[src/rtl/uart_rx_core.sv]
// rtl/uart_rx_core.sv - oversampling UART receiver with 3-sample majority vote
// Frame: start(0), DATA_WIDTH bits LSB first, optional parity, stop(1).
module uart_rx_core #(
    parameter int DATA_WIDTH = 8,
    parameter int PRESCALE   = 8
) (
    input  logic                  clk,
    input  logic                  rst,
    input  logic                  rx_in,
    input  logic                  parity_en,
    input  logic                  parity_type,
    output logic [DATA_WIDTH-1:0] p_data,
    output logic                  data_valid,
    output logic                  parity_error,
    output logic                  stop_error,
    output logic                  rx_busy
);

    localparam int CW = $clog2(PRESCALE);
    localparam int BW = $clog2(DATA_WIDTH + 1);
    localparam int M  = PRESCALE / 2;

    localparam logic [CW-1:0] EC_LAST = CW'(PRESCALE - 1);
    localparam logic [CW-1:0] EC_S0   = CW'(M - 1);
    localparam logic [CW-1:0] EC_S1   = CW'(M);
    localparam logic [CW-1:0] EC_S2   = CW'(M + 1);
    localparam logic [BW-1:0] BC_LAST = BW'(DATA_WIDTH - 1);

    typedef enum logic [2:0] {
        S_IDLE,
        S_START,
        S_DATA,
        S_PARITY,
        S_STOP
    } state_t;

    state_t                  state_q, state_d;
    logic [CW-1:0]           edge_cnt_q, edge_cnt_d;
    logic [BW-1:0]           bit_cnt_q, bit_cnt_d;
    logic [DATA_WIDTH-1:0]   shift_q, shift_d;
    logic [2:0]              smp_q, smp_d;
    logic                    par_en_q, par_en_d;
    logic                    par_type_q, par_type_d;
    logic                    par_err_q, par_err_d;
    logic [DATA_WIDTH-1:0]   p_data_q, p_data_d;
    logic                    data_valid_q, data_valid_d;
    logic                    parity_error_q, parity_error_d;
    logic                    stop_error_q, stop_error_d;

    logic bit_end;
    logic smp2;
    logic bit_val;
    logic stp_err;

    // The third sample is taken from the live line when bit end coincides with it (PRESCALE=4).
    assign bit_end = (edge_cnt_q == EC_LAST);
    assign smp2    = (edge_cnt_q == EC_S2) ? rx_in : smp_q[2];
    assign bit_val = (smp_q[0] & smp_q[1]) | (smp_q[0] & smp2) | (smp_q[1] & smp2);
    assign stp_err = ~bit_val;

    always_comb begin
        state_d        = state_q;
        edge_cnt_d     = edge_cnt_q;
        bit_cnt_d      = bit_cnt_q;
        shift_d        = shift_q;
        smp_d          = smp_q;
        par_en_d       = par_en_q;
        par_type_d     = par_type_q;
        par_err_d      = par_err_q;
        p_data_d       = p_data_q;
        data_valid_d   = 1'b0;
        parity_error_d = 1'b0;
        stop_error_d   = 1'b0;

        if (state_q == S_IDLE) begin
            edge_cnt_d = '0;
        end else begin
            edge_cnt_d = bit_end ? '0 : edge_cnt_q + 1'b1;
            if (edge_cnt_q == EC_S0) smp_d[0] = rx_in;
            if (edge_cnt_q == EC_S1) smp_d[1] = rx_in;
            if (edge_cnt_q == EC_S2) smp_d[2] = rx_in;
        end

        case (state_q)
            S_IDLE: begin
                if (!rx_in) begin
                    state_d    = S_START;
                    par_en_d   = parity_en;
                    par_type_d = parity_type;
                    par_err_d  = 1'b0;
                end
            end
            S_START: begin
                if (bit_end) begin
                    if (bit_val) begin
                        state_d = S_IDLE;
                    end else begin
                        state_d   = S_DATA;
                        bit_cnt_d = '0;
                    end
                end
            end
            S_DATA: begin
                if (bit_end) begin
                    shift_d   = {bit_val, shift_q[DATA_WIDTH-1:1]};
                    bit_cnt_d = bit_cnt_q + 1'b1;
                    if (bit_cnt_q == BC_LAST) begin
                        state_d = par_en_q ? S_PARITY : S_STOP;
                    end
                end
            end
            S_PARITY: begin
                if (bit_end) begin
                    par_err_d = (bit_val != ((^shift_q) ^ par_type_q));
                    state_d   = S_STOP;
                end
            end
            S_STOP: begin
                if (bit_end) begin
                    if (!par_err_q && !stp_err) begin
                        data_valid_d = 1'b1;
                        p_data_d     = shift_q;
                    end else begin
                        parity_error_d = par_err_q;
                        stop_error_d   = stp_err;
                    end
                    state_d = S_IDLE;
                end
            end
            default: state_d = S_IDLE;
        endcase
    end

    always_ff @(posedge clk) begin
        if (rst) begin
            state_q        <= S_IDLE;
            edge_cnt_q     <= '0;
            bit_cnt_q      <= '0;
            shift_q        <= '0;
            smp_q          <= '0;
            par_en_q       <= 1'b0;
            par_type_q     <= 1'b0;
            par_err_q      <= 1'b0;
            p_data_q       <= '0;
            data_valid_q   <= 1'b0;
            parity_error_q <= 1'b0;
            stop_error_q   <= 1'b0;
        end else begin
            state_q        <= state_d;
            edge_cnt_q     <= edge_cnt_d;
            bit_cnt_q      <= bit_cnt_d;
            shift_q        <= shift_d;
            smp_q          <= smp_d;
            par_en_q       <= par_en_d;
            par_type_q     <= par_type_d;
            par_err_q      <= par_err_d;
            p_data_q       <= p_data_d;
            data_valid_q   <= data_valid_d;
            parity_error_q <= parity_error_d;
            stop_error_q   <= stop_error_d;
        end
    end

    assign p_data       = p_data_q;
    assign data_valid   = data_valid_q;
    assign parity_error = parity_error_q;
    assign stop_error   = stop_error_q;
    assign rx_busy      = (state_q != S_IDLE);

endmodule

[config.mk]
export PLATFORM = sky130hd
export DESIGN_NAME = uart_rx_core
export DESIGN_NICKNAME = d
export VERILOG_FILES = /design/src/rtl/uart_rx_core.sv
export SDC_FILE = /design/constraint.sdc
export NUM_CORES = 1
export LEC_CHECK = 0
export ABC_AREA = 1
export BUFFER_PORTS_ARGS = -buffer_cell sky130_fd_sc_hd__buf_2
export CORE_MARGIN = 2
export CORE_UTILIZATION = 50
export DETAILED_ROUTE_END_ITERATION = 16
export HOLD_SLACK_MARGIN = 0.06
export PLACE_DENSITY = 0.68
export REMOVE_ABC_BUFFERS = 1
export SLEW_MARGIN = 20
export SYNTH_ARGS = -nofsm -noshare
export SYNTH_HDL_FRONTEND = slang
export SYNTH_SLANG_ARGS = --single-unit
[constraint.sdc]
create_clock -name clk -period 3.55 [get_ports clk]
set_clock_uncertainty 0.05 [all_clocks]
set_input_delay 0.5325 -clock clk [delete_from_list [all_inputs] [get_ports clk]]
set_output_delay 0.5325 -clock clk [all_outputs]
set_load 0.01 [all_outputs]
After elaboration in Yosys (flattened, before gate mapping)
Index checks and enable logic that the tools add are counted.
Cells by class
  add/sub/neg operators: 2
  eq/ne operators: 17
  mux-type cells: 18
  bitwise logic cells: 11
  reductions and logical operators: 18
Operator list (count)
  3-bit two-way mux: 7
  3-bit one-hot mux with 5 select lines: 1
  2-bit inequality test (second input constant): 7
  3-bit equality test (second input constant): 4
  4-bit two-way mux: 3
  3-bit by 2-bit equality test with 1-bit output (second input constant): 3
  4-bit one-hot mux with 2 select lines: 1
  2-bit AND reduction: 4
  8-bit XOR reduction: 1
  3-bit AND reduction: 2
  6-bit AND reduction: 1
  3-bit OR reduction: 2
  1-bit NOT: 5
  4-bit by 1-bit adder with 4-bit output (second input constant): 1
  4-bit by 3-bit equality test with 1-bit output (second input constant): 1
  1-bit two-way mux: 4
  4-bit AND reduction: 1
  2-bit nonzero test: 2
  4-bit OR reduction: 1
  3-bit by 1-bit adder with 3-bit output (second input constant): 1
  1-bit bitwise AND: 3
  3-bit by 1-bit equality test with 1-bit output (second input constant): 1
  3-bit logical NOT: 1
  3-bit nonzero test: 1
  other kinds (7): 8
Storage, ports and cells
  bits in registers: 35
  output and inout port bits: 12
  word-level logic and storage cells: 80

Depth between registers and ports, before layout
Gate-level depths: netlist of the first run.
  word-level depth: 8
  mapped depth: 13
  depth with buffers taken out: 13

Worst setup path before layout of the first run
OpenSTA, ideal clock, no wires.
  path type: flip-flop to flip-flop
  start: register edge_cnt_q[0]
  end: register state_q[1]
  library setup time: 0.132 ns
  data arrival time: 1.326 ns
  slack: 2.042 ns
  cell stages (with the launch flop): 11
  period minus slack after synthesis: 1.508 ns
  cell sequence: dfxtp_1 ha_1 ha_1 inv_1 nand2_1 nand2_1 inv_1 nand3b_4 inv_2 nand2_1 a21oi_1
Between the ends
  longest elaborated chain between the ends: 8
Ends and longest elaborated chain
  start: declaration: line 38  | logic [CW-1:0] edge_cnt_q, edge_cnt_d;
  start signal: assignment: line 150  | edge_cnt_q <= edge_cnt_d;
  3-bit equality test: line 57  | assign smp2 = (edge_cnt_q == EC_S2) ? rx_in : smp_q[2];
  1-bit two-way mux
  1-bit bitwise AND: line 58  | assign bit_val = (smp_q[0] & smp_q[1]) | (smp_q[0] & smp2) | (smp_q[1] & smp2);
  1-bit OR (2 in a row): line 58
  2-bit two-way mux: line 95  | if (bit_val) begin
  3-bit two-way mux: line 94  | if (bit_end) begin
  3-bit one-hot mux with 5 select lines: line 84  | case (state_q)
  end signal: assignment: line 149  | state_q <= state_d;
  end: declaration: line 37  | state_t state_q, state_d;
Parallel ways exist; a longest one is shown, timed or not. The select of a mux whose other input is x is not followed.
A chain may end at the register's enable or synchronous reset.

Worst setup path in the final report of the first run
  start: register state_q[2]
  end: output port rx_busy
Between the ends
  longest elaborated chain between the ends: 1
Ends and longest elaborated chain
  3-bit nonzero test: line 168  | assign rx_busy = (state_q != S_IDLE);
  end: declaration: line 16  | output logic rx_busy
No other way between the ends.

==> results of run 1 <==
[layout make-up]
type	count	area [sq um]	area share, %
Multi-Input combinational cell	160	857	45.7
Sequential cell	35	701	37.3
Inverter	34	128	6.80
Timing Repair Buffer	16	80.1	4.27
Tap cell	46	57.6	3.07
Clock buffer	6	41.3	2.20
Clock inverter	2	12.5	0.667
[sequential cells by signal (all words and copies together), names as in the netlist, 3 cells and up]
signal and count:
bit_cnt_q 4, edge_cnt_q 3, p_data 8, shift_q 8, smp_q 3, state_q 3
[routing by layer]
metal  vias to the layer above  share of wire (%)
met5                         -                  0
met4                         0                1.5
met3                         5                4.3
met2                        27                 47
met1                       641                 47
li1                        784                  -
[layout by cell type, fill, tap and decap left out]
cell type                    instances
sky130_fd_sc_hd__nand2_1            57
sky130_fd_sc_hd__dfxtp_1            35
sky130_fd_sc_hd__inv_1              29
sky130_fd_sc_hd__a21oi_1            26
sky130_fd_sc_hd__o21ai_0            17
sky130_fd_sc_hd__buf_2              16
sky130_fd_sc_hd__nor2_1             15
sky130_fd_sc_hd__nand3_1            13
sky130_fd_sc_hd__o21ai_1             6
sky130_fd_sc_hd__ha_1                6
sky130_fd_sc_hd__inv_2               5
sky130_fd_sc_hd__clkbuf_4            5
sky130_fd_sc_hd__nand2_4             3
sky130_fd_sc_hd__nor2_4              2
sky130_fd_sc_hd__o21ai_2             2
sky130_fd_sc_hd__a21oi_2             2
sky130_fd_sc_hd__nor3_2              1
sky130_fd_sc_hd__nand2_2             1
sky130_fd_sc_hd__nand3_2             1
sky130_fd_sc_hd__nor2_8              1
sky130_fd_sc_hd__nand4_1             1
sky130_fd_sc_hd__nand3b_4            1
sky130_fd_sc_hd__and3_1              1
sky130_fd_sc_hd__a211oi_1            1
sky130_fd_sc_hd__xor2_1              1
sky130_fd_sc_hd__xnor2_1             1
sky130_fd_sc_hd__or2_2               1
sky130_fd_sc_hd__clkinv_2            1
sky130_fd_sc_hd__clkinvlp_4          1
sky130_fd_sc_hd__clkbuf_1            1
[path summary, 6_finish.rpt]
| kind | slack, ps | startpoint | to | cells past startpoint |
|---|---|---|---|---|
| worst min register to register | 430 | smp_q[1] | smp_q[1] | 2 |
| worst min-delay path | 420 | parity_type | par_type_q | 3 |
| worst max register to register | 1800 | edge_cnt_q[0] | bit_cnt_q[2] | 8 |
| worst max-delay path | 1570 | state_q[2] | rx_busy | 3 |
[cell families after synthesis]
family          share of synthesized area (%)
buf+inv                                  9.39
simple gates                             27.7
flops                                    40.8
compound gates                           16.7
fa+ha+maj                                4.37
xor+xnor                                 1.02
[power by group through the flow]
stage	clock network [mW]	registers, mW	logic, mW
6_report	0.210	0.454	0.233
5_1_grt	0.239	0.459	0.276
4_1_cts	0.219	0.454	0.237
3_5_place_dp	0	0.463	0.236
3_3_place_gp	0	0.462	0.236
2_1_floorplan	0	0.457	0.191
[worst max-delay path: cells and delay by family, from the launching register on]
family,cells,cell delay (ps)
buffers and inverters,2,330
and+or+nand+nor,1,320
DFF,1,400
==> key figures, run 1 <==
Status
  – Result of the run: complete, no violations

Logic synthesis
  – Most frequent cell after synthesis: sky130_fd_sc_hd__nand2_1
  – Synth top cells by count: sky130_fd_sc_hd__nand2_1 (57), sky130_fd_sc_hd__dfxtp_1 (35), sky130_fd_sc_hd__inv_1 (29)
  – Number of instances in the synthesized netlist: 234
  – Mapped Area: 1720 sq um
  – Per-instance average area after synthesis: 7.35 sq um
  – Portion of synthesized cell area occupied by the leading cell type: 40.8%
  – Most used DFF post-synth: sky130_fd_sc_hd__dfxtp_1
  – Number of flops mapped to enable cells by yosys: 0
  – Count of distinct cell types in the synthesized netlist: 29
  – Synth top area cells: sky130_fd_sc_hd__dfxtp_1 (41%), sky130_fd_sc_hd__nand2_1 (12%), sky130_fd_sc_hd__a21oi_1 (7.6%)
  – Share of synthesized area occupied by flip-flops and latches: roughly two fifths
  – Number of storage elements in the synthesis netlist: 35
  – Yosys synthesis warning count: 0
  – Share of synthesized registers carrying an async set or reset: 0%
  – Cell type with the highest aggregate area in the netlist: sky130_fd_sc_hd__dfxtp_1

Pwr
  – Internal portion of total power: 0.584 mW
  – Areal power density over the cells: between 400 and 500 nW/um^2
  – Worst supply voltage drop on vdd: 0.375 mV
  – Combinational Power Share: 26.0%
  – Switching power total: 0.314 mW
  – Clock network power share: 23.4%
  – Final Power: between 0.8 and 0.9 mW
  – Reg power frac: roughly 51%
  – Switching fraction of total power: a little over a third
  – Leakage power summed over all cells: 0.892 nW

STA
  – Hold_ws: 422 ps
  – Final setup violating endpoints: 0
  – Final Hold Vio Count: 0
  – Normalized max-slew margin: 56.2%
  – Fraction of the cycle the final worst path needs: between 50% and 60%
  – RSZ-0062 raised after global routing: false
  – Max Transition Viols Final: 0
  – Final period demand of the worst path: 1980 ps
  – Total negative slack for setup checks: 0 ps
  – Slew @ Worst Pin: 657 ps
  – Setup slack of the critical path after layout: 1570 ps
  – F_max: between 0.5 and 0.6 GHz

CTS
  – Hold-fix buffers at CTS: 0
  – CTS Buf Count: 5
  – Clock root buffer: sky130_fd_sc_hd__clkbuf_4
  – Clock latency at the later pin of the worst-skew pair: 340 ps
  – Number of gates resized after cts: 0
  – Clk buf depth: 2
  – CTS H-tree depth: 2
  – Clock-pin slew on the worst setup and hold paths: around 110 ps
  – CTS tree: done
  – CTS sink count: 35
  – Post-CTS Repair Setup Buffers: 0

Placed design
  – Detail Placement HPWL: approximately 2300 microns
  – Count of input and output buffers: 16
  – Cell Count Post-Placement: 291
  – Post-DP Area: 1820 sq um
  – Worst setup slack before clock tree synthesis: 1760 ps
  – Final weighted congestion in routability-driven placement: 0.789

Worst hold path
  – Hold WC Path Type: in -> reg

Detailed routing
  – Detail-routed net length per standard cell: 10.4 microns
  – Detailed Routing Iterations Pass 1: 4
  – Antenna-violating nets left: 0
  – Remaining DRCs: 0
  – Iteration-0 DRC count of the detailed router: 100
  – Detailed-route wire length: 3110 microns
  – Number of vias in the routed layout: between 1,000 and 1,500
  – Mean number of vias per cell: 4.87

Critical path
  – Kind of launch point of the worst setup path: flip-flop
  – Worst Path Max Fanout: 6
  – Critical-path cell list: nor3_2 -> inv_1 -> buf_2
  – Critical Path Slowest Stage Cell: sky130_fd_sc_hd__dfxtp_1
  – Type of the setup path with the least slack: reg -> out
  – Largest incremental delay on the critical path: 400 ps
  – Data arrival, critical path: 1390 ps
  – Endpoint class of the critical path: primary output
  – Required @ worst endpoint: 2970 ps

Cells and area
  – Number of cells in the finished layout apart from fillers: ~300
  – Layout overhead on the synthesized area: 9.17%
  – Final layout net count: about 260
  – Fill cell total of the finished layout: 339
  – Fraction of layout instances using a drive strength above 1: 17.0%
  – Final std cell area, no fill: about 1900 sq um
  – Count of inserted antenna diode cells: 0
  – Final core utilization: 56.7%

GRT
  – Antenna violations before repair: 0
  – Pin count of the biggest net entering global routing: 23
  – Vias in the first global route: 1,346
  – Met3 capacity usage during global routing: 7.03%
  – Remaining global-route overflow: 0
  – Global-route total usage across every layer: 18.6%
  – Global-route met1 utilization: 21.7%
  – Gr busiest metal: met2
  – First-pass GRT wire length: 5720 microns
  – GR Util met2: 31.3%

Floorplanning
  – Placement row count: 21
  – Die area: 3920 sq um
  – I/O pin count: 17
  – Initial core utilization: 51.9%
  – Floorplan Core Area: approximately 3300 sq um
  – Die Span X: 62.6 microns
  – Die Height: 62.6 microns

Run
  – Max-Cap Viols: 0
Power figures use the tool's default switching activity.
==> inputs of run 2 (changes only) <==
Clock period 3.55 ns to 1.9 ns, I/O delays scaled along.
==> run 2 against run 1 <==
  * Critical path depth unchanged
  * Worst hold slack lost 250 ps
  * Sequential share of layout area down 1.2 points
  * Cell count grew 1.3%
  * Largest power group unchanged
==> key figures, run 2 (synthesized netlist as in run 1, its figures left out) <==
Detailed routing
  – Routed wire length on met3: 104 microns (-22%)
  – Highest routed metal layer: met4
  – Remaining DRCs: 0 (unchanged)
  – Antenna-violating nets left: 0 (unchanged)
  – Detailed-route wire length: 3190 microns (+2.6%)
  – Detailed Routing Iterations Pass 1: 4 (unchanged)
  – Detail-routed net length per standard cell: 10.5 microns (+1.3%)
  – Mean number of vias per cell: 4.77 (-2.1%)
  – Met1 wire length: 1490 microns (+1.4%)
  – Number of vias in the routed layout: 1,446 (-0.75%)
  – Iteration-0 DRC count of the detailed router: 49 (-51%)
  – Met2 WL post-DR: 1560 microns (+6.4%)

Critical path
  – First element of the critical path: state_q[2]
  – Destination of the critical timing path: rx_busy
  – RR Startpoint: edge_cnt_q[0]
  – Worst Path Max Fanout: 6 (unchanged)
  – Type of the setup path with the least slack: reg -> out
  – Worst-case reg-to-reg path depth: 8 (unchanged)
  – Endpoint class of the critical path: primary output
  – Kind of launch point of the worst setup path: flip-flop
  – Required @ worst endpoint: 1560 ps (-1410 ps)
  – Worst R2R End: bit_cnt_q[3]
  – Data arrival, critical path: 1430 ps (+40 ps)
  – Register-to-register path setup slack: 220 ps (-1580 ps)

CTS
  – CTS Buf Count: 5 (unchanged)
  – CTS H-tree depth: 2 (unchanged)
  – CTS tree: done
  – Clk buf depth: 2 (unchanged)
  – Clock root buffer: sky130_fd_sc_hd__clkbuf_4
  – Clock latency at the later pin of the worst-skew pair: 350 ps (about the same)
  – Number of gates resized after cts: 0 (unchanged)
  – CTS sink count: 35 (unchanged)
  – Clock-pin slew on the worst setup and hold paths: 110 ps (about the same)

Floorplanning
  – Die Height: 62.6 microns (unchanged)
  – I/O pin count: 17 (unchanged)
  – Initial core utilization: 51.9% (unchanged)
  – Die Span X: 62.6 microns (unchanged)
  – Die area: 3920 sq um (unchanged)
  – Floorplan Core Area: 3310 sq um (unchanged)
  – Placement row count: 21 (unchanged)

STA
  – Slew @ Worst Pin: 327 ps (-329 ps)
  – F_max: 0.567 GHz
  – Total negative slack for setup checks: 0 ps (unchanged)
  – Fraction of the cycle the final worst path needs: 92.8%
  – Final Hold Vio Count: 0 (unchanged)
  – Final setup violating endpoints: 0 (unchanged)
  – Hold_ws: 171 ps (-251 ps)
  – Max Transition Viols Final: 0 (unchanged)
  – Final period demand of the worst path: approximately 1800 ps
  – RSZ-0062 raised after global routing: false
  – Normalized max-slew margin: 78.0% (+22 points)

Cells and area
  – Fraction of layout instances using a drive strength above 1: 18.7% (+1.7 points)
  – Commonest cells after routing, fill and taps aside: sky130_fd_sc_hd__nand2_1 (57), sky130_fd_sc_hd__dfxtp_1 (35), sky130_fd_sc_hd__inv_1 (29)
  – Count of inserted antenna diode cells: 0 (unchanged)
  – Most common cell after layout, fill and taps aside: sky130_fd_sc_hd__nand2_1
  – Number of cells in the finished layout apart from fillers: 303 (+1.3%)
  – Layout overhead on the synthesized area: 12.8%
  – Final layout net count: 267 (+1.5%)
  – Fill cell total of the finished layout: 331 (-2.4%)

Pwr
  – Worst supply voltage drop on vdd: 0.663 mV (+77%)
  – Clock network power share: 30.7% (+7.3 points)
  – Leakage power summed over all cells: 0.933 nW (+4.6%)
  – Internal portion of total power: 1.26 mW (+120%)
  – Areal power density over the cells: 957 nW/um^2 (+100%)
  – Switching power total: 0.596 mW (+90%)
  – Switching fraction of total power: 32.1% (-2.8 points)
  – Combinational Power Share: 23.6% (-2.4 points)
  – Final Power: 1.86 mW (+110%)
  – Reg power frac: 45.7% (-4.9 points)

Placed design
  – Final weighted congestion in routability-driven placement: 0.776 (-1.7%)
  – Detail Placement HPWL: 2370 microns (+4.9%)
  – Cell Count Post-Placement: 293 (+0.69%)
  – Count of input and output buffers: 16 (unchanged)

GRT
  – Remaining global-route overflow: 0 (unchanged)
  – Pin count of the biggest net entering global routing: 16 (-30%)
  – Antenna violations before repair: 0 (unchanged)
  – First-pass GRT wire length: 5510 microns (-3.7%)
  – Vias in the first global route: 1,295 (-3.8%)
  – Global-route total usage across every layer: 17.8% (-0.82 points)

Worst hold path
  – HP Start: parity_en
  – Hold WC Path Type: in -> reg

Run
  – Max-Cap Viols: 0 (unchanged)

Status
  – Result of the run: complete, no violations
-- run 2: changes by cell type in the layout (fill, tap and decap cells not counted), sizes merged --
cell      previous run  this run
buf                 16        20
bufinv               0         1
clkinvlp             1         0
-- run 2: power by group through the flow --
stage	sequential, mW	clock [mW]	combinational (mW)
floorplan	0.853	0	0.356
detailed placement	0.866	0	0.440
finish	0.849	0.570	0.437
global placement	0.863	0	0.439
CTS	0.849	0.587	0.442
global route	0.859	0.609	0.510
-- run 2: cell type report --
type | instances | area, sq um | share of cell area (%)
clock buffers | 6 | 51.3 | 2.65
clock inverters | 2 | 35.0 | 1.81
inverters | 34 | 128 | 6.58
multi-input cells | 160 | 857 | 44.2
flip-flops and latches | 35 | 701 | 36.1
well taps | 46 | 57.6 | 2.97
repair buffers | 20 | 110 | 5.68
-- run 2: metal layers --
| metal | up-vias | global-route usage (%) |
|---|---|---|
| li1 | 793 | - |
| met3 | 5 | 5.41 |
| met1 | 631 | 20.6 |
| met5 | - | 0 |
| met4 | 0 | 6.67 |
| met2 | 17 | 30.9 |
-- run 2: how the worst min path moves through the flow --
| stage | depth (start not counted) | endpoint |
|---|---|---|
| finish | 3 | par_en_q |
| floorplan | 1 | bit_cnt_q[1] |
| CTS | 2 | state_q[1] |
| global placement | 1 | edge_cnt_q[0] |
| detailed placement | 1 | edge_cnt_q[0] |
| global route | 2 | state_q[1] |
-- run 2: worst max-delay path, stage by stage (launching register included) --
cell and delay [ps]:
sky130_fd_sc_hd__dfxtp_1 400, sky130_fd_sc_hd__nor3_2 330, sky130_fd_sc_hd__inv_1 170, sky130_fd_sc_hd__buf_2 170
-- run 2: through the flow --
stage / utilization, % / setup slack, ps / cell area, sq um
after global routing: 58.6 / 21.1 / 1940
after CTS: 58.1 / 112 / 1920
final: 58.6 / 137 / 1940
after global placement: 55.5 / 201 / 1840
after floorplan: - / 349 / 1690
after detailed placement: 55.5 / 134 / 1840
-- run 2: repair_timing --
item                                    in CTS  in global routing
hold buffers                                 0                  0
setup buffers                                0                  2
endpoints found under the setup margin       0                  6
